File: src/rtl/reg_file_2r1w.sv
// Purpose: DEPTH x DATA_W register file, one byte-enabled write port, two independent read ports.
// Latency: reads return one clock after the request, with optional same-edge write bypass.
// Backpressure: none; every request is accepted each cycle and out-of-range accesses set sticky err.
module reg_file_2r1w #(
    parameter int                DATA_W  = 32,
    parameter int                DEPTH   = 16,
    parameter int                BYPASS  = 1,
    parameter logic [DATA_W-1:0] RST_VAL = '0,
    localparam int               ADDR_W  = (DEPTH > 1) ? $clog2(DEPTH) : 1,
    localparam int               BE_W    = DATA_W / 8
) (
    input  logic              clk,
    input  logic              rst,
    input  logic              clr,
    input  logic              wr_en,
    input  logic [ADDR_W-1:0] wr_addr,
    input  logic [BE_W-1:0]   wr_be,
    input  logic [DATA_W-1:0] din,
    input  logic              rd_en_a,
    input  logic [ADDR_W-1:0] rd_addr_a,
    output logic [DATA_W-1:0] dout_a,
    output logic              vld_a,
    input  logic              rd_en_b,
    input  logic [ADDR_W-1:0] rd_addr_b,
    output logic [DATA_W-1:0] dout_b,
    output logic              vld_b,
    output logic              err
);

    localparam logic [ADDR_W:0] DEPTH_C = DEPTH[ADDR_W:0];

    logic [DATA_W-1:0] mem [DEPTH];
    logic              wr_ok;
    logic              wr_do;
    logic [ADDR_W-1:0] rd_addr [2];
    logic              rd_ok   [2];
    logic [DATA_W-1:0] rd_data [2];

    assign rd_addr[0] = rd_addr_a;
    assign rd_addr[1] = rd_addr_b;
    assign wr_ok      = ({1'b0, wr_addr} < DEPTH_C);
    // clear wins over a same-edge write, which also disables forwarding
    assign wr_do      = wr_en && wr_ok && !clr;

    always_comb begin
        for (int p = 0; p < 2; p++) begin
            rd_ok[p]   = ({1'b0, rd_addr[p]} < DEPTH_C);
            rd_data[p] = '0;
            if (rd_ok[p]) begin
                rd_data[p] = mem[rd_addr[p]];
                if ((BYPASS != 0) && wr_do && (wr_addr == rd_addr[p])) begin
                    for (int i = 0; i < BE_W; i++) begin
                        if (wr_be[i]) begin
                            rd_data[p][8*i +: 8] = din[8*i +: 8];
                        end
                    end
                end
            end
        end
    end

    always_ff @(posedge clk or posedge rst) begin
        if (rst) begin
            for (int w = 0; w < DEPTH; w++) begin
                mem[w] <= RST_VAL;
            end
        end else if (clr) begin
            for (int w = 0; w < DEPTH; w++) begin
                mem[w] <= RST_VAL;
            end
        end else if (wr_do) begin
            for (int i = 0; i < BE_W; i++) begin
                if (wr_be[i]) begin
                    mem[wr_addr][8*i +: 8] <= din[8*i +: 8];
                end
            end
        end
    end

    always_ff @(posedge clk or posedge rst) begin
        if (rst) begin
            err <= 1'b0;
        end else if (clr) begin
            err <= 1'b0;
        end else if ((wr_en && !wr_ok) || (rd_en_a && !rd_ok[0]) || (rd_en_b && !rd_ok[1])) begin
            err <= 1'b1;
        end
    end

    always_ff @(posedge clk or posedge rst) begin
        if (rst) begin
            dout_a <= '0;
            vld_a  <= 1'b0;
            dout_b <= '0;
            vld_b  <= 1'b0;
        end else begin
            vld_a <= rd_en_a;
            vld_b <= rd_en_b;
            if (rd_en_a) begin
                dout_a <= rd_data[0];
            end
            if (rd_en_b) begin
                dout_b <= rd_data[1];
            end
        end
    end

endmodule

File: config.mk
export PLATFORM = sky130hd
export DESIGN_NAME = reg_file_2r1w
export DESIGN_NICKNAME = d
export VERILOG_FILES = /design/src/rtl/reg_file_2r1w.sv
export SDC_FILE = /design/constraint.sdc
export NUM_CORES = 2
export LEC_CHECK = 0
export CAP_MARGIN = 10
export CORE_UTILIZATION = 55
export DETAILED_ROUTE_END_ITERATION = 10
export GPL_ROUTABILITY_DRIVEN = 0
export PLACE_DENSITY = 0.73
export SYNTH_ARGS = -nofsm -noshare
export SYNTH_HDL_FRONTEND = slang
export SYNTH_SLANG_ARGS = --single-unit
File: constraint.sdc
create_clock -name clk -period 33.1 [get_ports clk]
set_input_delay 3.31 -clock clk [delete_from_list [all_inputs] [get_ports clk]]
set_output_delay 3.31 -clock clk [all_outputs]
set_load 0.1 [all_outputs]
==> summary.md <==
| Metric | Value |
|---|---|
| Non-Filler Instances | `2982` |
| Switching power total | `441 uW` |
| Die X | `235 um` |
| Syn_area_per_cell | `13.3 um2` |
| Asr flop ratio synth | `1.00` |
| Post-DRT Antenna Nets | `0` |
| Warnings, synthesis | `0` |
| Crit start category | `primary input` |
| Crit-path cells | `clkdlybuf4s50_1 > xnor2_1 > nand3_2 > buf_4 > o31ai_2 > o21ai_0` |
| Largest stage delay, worst path | `0.88 ns` |
| Mux contribution to synthesized area | `0.193` |
| Vias in the first global route | `23800` |
| Worst Path Required | `33.59 ns` |
| Peak fanout along the critical path | `19` |
| CP max stage cell | `o31ai_2` |
| Clock Power Share | `0.450` |
| Largest net degree at the start of global routing | `131` |
| DR DRC count | `0` |
| Worst reg-to-reg setup slack | `31.44 ns` |
| GRT Util Overall | `0.366` |
| Avg Vias per Cell | `7.69` |
| Crit. End Element | `flop` |
| Crit path DAT | `6.63 ns` |
| Compound-Gate Fraction of Synth Area | `0.235` |
| Largest family of logic cells by synthesized area | `compound AO/OA/AOI/OAI gates` |
| Total grt overflow | `0` |
| Ratio of cells with drive above 1 in the final layout | `0.195` |
| Leading cell type in the layout, fill and taps excluded | `dfrtp_1` |
| Ports | `121` |
| Reg2reg start | `mem[355]` |
| Hold EP | `mem[500]` |
| Worst reg-to-reg path cell count | `4` |
| DR vias | `22900` |
| Root Driver | `clkbuf_16` |
| PortBufs | `119` |
| Status | `complete, no violations` |
| Synth cell types | `34` |
| Slew @ Worst Pin | `1.37 ns` |
| Hold path depth | `2` |
| Unrepaired setup endpoints after global routing | `false` |
| # Post-CTS Setup Buffers | `0` |
| Area growth syn-to-layout | `12.0%` |
| Chip Height | `235 um` |
| Drt pass-1 iters | `5` |
| Int Pwr | `1190 uW` |
| Most frequent cells in the layout | `dfrtp_1, o2bb2ai_1, mux4_2, nand2_1, a22o_1` |
| Max-Cap Viols | `0` |
| Hold buffer count at cts | `0` |
| Routed WL | `99300 um` |
| Final setup skew | `0.0204 ns` |
| Top_reg_cell synth | `dfrtp_1` |
| Cells after Synth | `2234` |
| # rows | `84` |
| Sw Ratio | `0.271` |
| Setup_tns | `0 ns` |
| Global-route wire length before repair | `151000 um` |
| Synthesized Nets | `2288` |
| Post-synth EDFFs | `0` |
| Clock Latency Late Sink | `0.66 ns` |
| Hold_sp | `mem[500]` |
| Filler cells | `3817` |
| P per Cell Area | `48.8 nW/um2` |
| Clock buffer count from CTS | `60` |
| Fmax | `0.163 GHz` |
| Comb power frac | `0.106` |
| Post-synthesis xor/xnor area fraction | `0.00285` |
| CTS tree | `built` |
| CTS clk-pin slew, worst paths | `0.06 ns` |
| Simple-gate share of the synthesized area | `0.0481` |
| Initial DRC count | `2798` |
| Max rail drop VDD | `0.0000436 V` |
| Mapped Area | `29800 um2` |
| NumNets Final | `2294` |
| CP top delay family | `buffers and inverters` |
| Core footprint | `53100 um2` |
| Number of synthesized register bits | `578` |
| Setup violations, final | `0` |
| Max clock buf depth | `3` |
| Final Hold Fails | `0` |
| Die ar. | `55100 um2` |
| Kind of critical path | `in -> reg` |
| Sequential share of power | `0.444` |
| Adder-cell share of the synthesized area | `0` |
| Count of pins over their slew limit | `0` |
| Worst Path Buf+Inv | `2` |
| Starting Density | `0.562` |
| Post-DP HPWL | `60300 um` |
| Fin crit period | `6.14 ns` |
| Clock Sinks | `578` |
| Max_slew headroom | `0.0829` |
| Worst Hold Class | `reg -> reg` |
| Initial antenna violation count | `2` |
| Drt wl/cell | `33.3 um` |
| CTS H-Tree Depth | `2` |
| Period utilisation layout | `0.186` |
| Post_cts resized | `0` |
| Leakage | `0.0131 uW` |
| Placed insts | `2863` |
| Worst R2R End | `dout_b[3]` |
| Register area share after synthesis | `0.485` |
==> synth_stat cells, types with 2 or more instances <==
| cell type | number | area [um2] |
|---|---|---|
| a22o_1 | 128 | 1120 |
| buf_1 | 13 | 48.8 |
| clkbuf_1 | 135 | 507 |
| o41a_1 | 62 | 698 |
| nor2_1 | 77 | 289 |
| nor3_1 | 6 | 30.0 |
| buf_4 | 30 | 225 |
| o21ai_1 | 77 | 385 |
| nand3_1 | 6 | 30.0 |
| o21ai_0 | 77 | 385 |
| nand2_1 | 140 | 526 |
| o21ai_2 | 4 | 35.0 |
| o41ai_1 | 2 | 17.5 |
| xnor2_2 | 2 | 32.5 |
| o31ai_2 | 8 | 100 |
| xnor2_1 | 6 | 52.6 |
| nand3_2 | 2 | 20.0 |
| nand2b_1 | 68 | 425 |
| nor2b_1 | 8 | 50.1 |
| mux4_2 | 256 | 5770 |
| buf_2 | 42 | 210 |
| dfrtp_1 | 578 | 14500 |
| clkinv_1 | 4 | 15.0 |
| and2_1 | 6 | 37.5 |
| a21o_1 | 4 | 30.0 |
| o2bb2ai_1 | 480 | 4200 |
| buf_6 | 5 | 56.3 |
| o21bai_1 | 2 | 15.0 |
==> power by group through the flow <==
stage / logic (uW) / registers (uW) / clock network [uW]
final: 173 / 723 / 733
after global routing: 179 / 724 / 763
after CTS: 168 / 723 / 736
after detailed placement: 168 / 736 / 0
after global placement: 166 / 735 / 0
after floorplan: 94.7 / 748 / 0
==> worst min-delay path, stage by stage (launching register included) <==
cell and delay, ns:
dfrtp_1 0.36, nand2_1 0.05, o21ai_0 0.06
==> state kept, by name (all words and copies together) (netlist names) <==
signal,cells
vld_b,1
vld_a,1
mem,512
dout_b,32
dout_a,32
==> stage by stage <==
| step | power [uW] | hold WS (ns) | cell area [um2] | util | setup WS, ns |
|---|---|---|---|---|---|
| finish | 1630 | 0.505 | 33400 | 0.629 | 26.96 |
| global route | 1670 | 0.521 | 33400 | 0.629 | 26.83 |
| CTS | 1630 | 0.507 | 33400 | 0.629 | 27.22 |
| detailed placement | 903 | 0.489 | 31200 | 0.588 | 26.54 |
| global placement | 901 | 0.475 | 31200 | 0.588 | 26.59 |
| floorplan | 843 | 0.462 | 29800 | - | 13.62 |
==> per-layer routing <==
layer / vias to the layer above / track usage / routed length (um)
li1: 9058 / - / -
met1: 11800 / 0.487 / 36800
met2: 1680 / 0.547 / 45200
met3: 378 / 0.108 / 12000
met4: 0 / 0.193 / 5310
met5: - / 0 / 0
==> layout make-up <==
class | count | area (um2) | area share
Sequential cell | 578 | 14500 | 0.433
Multi-Input combinational cell | 1426 | 14300 | 0.429
Clock buffer | 76 | 1660 | 0.0497
Timing Repair Buffer | 169 | 1570 | 0.0471
Tap cell | 688 | 861 | 0.0258
Clock inverter | 38 | 480 | 0.0144
Inverter | 5 | 26.3 | 0.000787
Antenna cell | 2 | 5.00 | 0.000150
==> worst max path at each step <==
stage	endpoint	slack (ns)	startpoint	cells after the start
CTS	mem[197]	27.22	rst	4
floorplan	dout_a[0]	13.62	rst	1
finish	dout_a[23]	26.96	wr_addr[1]	6
global route	mem[69]	26.83	rst	4
detailed placement	mem[197]	26.54	rst	4
global placement	mem[193]	26.59	rst	4
==> logic make-up (layout without fill, tap and decap cells) <==
family,Yosys count,count (layout)
multiplexers,256,256
XOR/XNOR,8,8
other,1,3
AO/OA/AOI/OAI,844,844
flip-flops,578,578
buffers and inverters,230,288
AND/OR/NAND/NOR,317,317
No activity file was read; power rests on OpenSTA's default activity.
==> RTL edit: new RTL, same flow settings <==
Change the parameter `BYPASS` from 1 to 0.
--- a/src/rtl/reg_file_2r1w.sv
+++ b/src/rtl/reg_file_2r1w.sv
@@ -5,5 +5,5 @@
     parameter int                DATA_W  = 32,
     parameter int                DEPTH   = 16,
-    parameter int                BYPASS  = 1,
+    parameter int                BYPASS  = 0,
     parameter logic [DATA_W-1:0] RST_VAL = '0,
     localparam int               ADDR_W  = (DEPTH > 1) ? $clog2(DEPTH) : 1,
Check against the original RTL: not settled (the Yosys comparison gave no result); the edit may change what the design does.
==> RTL edit against the unedited design <==
- synthesized cell count decreased by 12%
- routed wire length decreased by 8.2%
- final area decreased by 3.8%
- sequential cell count unchanged
- total power increased by 5.3%
- worst setup slack improved by 0.33 ns
- first-iteration DRC count decreased by 2.2%
- area after synthesis decreased by 3.3%
==> RTL edit: results (changes against the unedited design) <==
| Metric | Value |
|---|---|
| GRT met1 Usage | `47.9% (-0.80 points)` |
| Mean Syn Cell Area | `14.6 µm² (+9.6%)` |
| Wire length on met3 | `10.1 mm (-16%)` |
| Max incr delay on CP | `0.93 ns (+0.05 ns)` |
| Outcome | `complete, no violations` |
| Crit path from | `wr_addr[3]` |
| Register share of total power | `43.0% (-1.4 points)` |
| DP Wirelength | `53.2 mm (-12%)` |
| Slowest cell on the critical path | `nand3_1` |
| Relative slew slack | `14.1% (+5.8 points)` |
| Leak | `0.0128 µW (-2.4%)` |
| Post-synthesis compound-gate area fraction | `21.0% (-2.5 points)` |
| Biggest consumer | `registers` |
| Met2 usage | `51.2% (-3.4 points)` |
| Global-route track usage on met3 | `9.71% (-1.1 points)` |
| WHS Endpoint | `mem[157]$_DFFE_PP0P_` |
| Largest cells by area after synthesis | `dfrtp_1 (50%), mux4_2 (20%), o2bb2ai_1 (16%)` |
| Post-synthesis mux area share | `22.2% (+2.9 points)` |
| Placed insts | `2583 (-9.8%)` |
| Vias in the first global route | `21500 (-9.8%)` |
| Global-route usage over all layers | `35.0% (-1.5 points)` |
| R2R Path Start | `mem[29]$_DFFE_PP0P_` |
| Routed vias/inst | `7.74 (+0.67%)` |
| Critical R2R Capture | `dout_a[29]$_DFFE_PP0P_` |
| ANT cells | `0 (-2)` |
| Worst-skew pair later-pin latency | `0.63 ns (-0.03 ns)` |
| Hold path cells | `1 (-1)` |
| Crit path max fanout | `23 (+4)` |
| Peak supply drop | `0.0000471 V (+8.0%)` |
| Hold Crit Start | `mem[157]$_DFFE_PP0P_` |
| Commonest cells in the netlist | `dfrtp_1 (578), o2bb2ai_1 (512), mux4_2 (256), clkbuf_1 (107), buf_2 (71)` |
| Met1 wire length | `34.4 mm (-6.6%)` |
## RTL edit: cell count changes after synthesis, moves of 64 or more
cell / unedited run / this run
o21ai_0: 77 / 0
a22o_1: 128 / 0
nand2_1: 140 / 41
nand2b_1: 68 / 1
o22ai_1: 0 / 64
mux2i_1: 0 / 64
## RTL edit: metrics by stage
step / power, µW / hold slack, ns / setup WS [ns] / area (µm²) / util (%)
2_1_floorplan: 915 / 0.467 / 13.62 / 28800 / -
3_3_place_gp: 984 / 0.481 / 26.80 / 30000 / 58.2
3_5_place_dp: 986 / 0.489 / 26.74 / 30000 / 58.2
4_1_cts: 1720 / 0.507 / 27.39 / 32100 / 62.4
5_1_grt: 1760 / 0.518 / 27.14 / 32100 / 62.4
6_report: 1710 / 0.507 / 27.28 / 32100 / 62.4
## RTL edit: area by class of cell
class / count / area share [%]
sequential: 578 / 45.0
multi-input combinational: 1173 / 41.1
clock buffer: 82 / 5.37
inverter: 1 / 0.0350
tap: 680 / 2.65
clock inverter: 27 / 1.32
timing repair buffer: 152 / 4.51
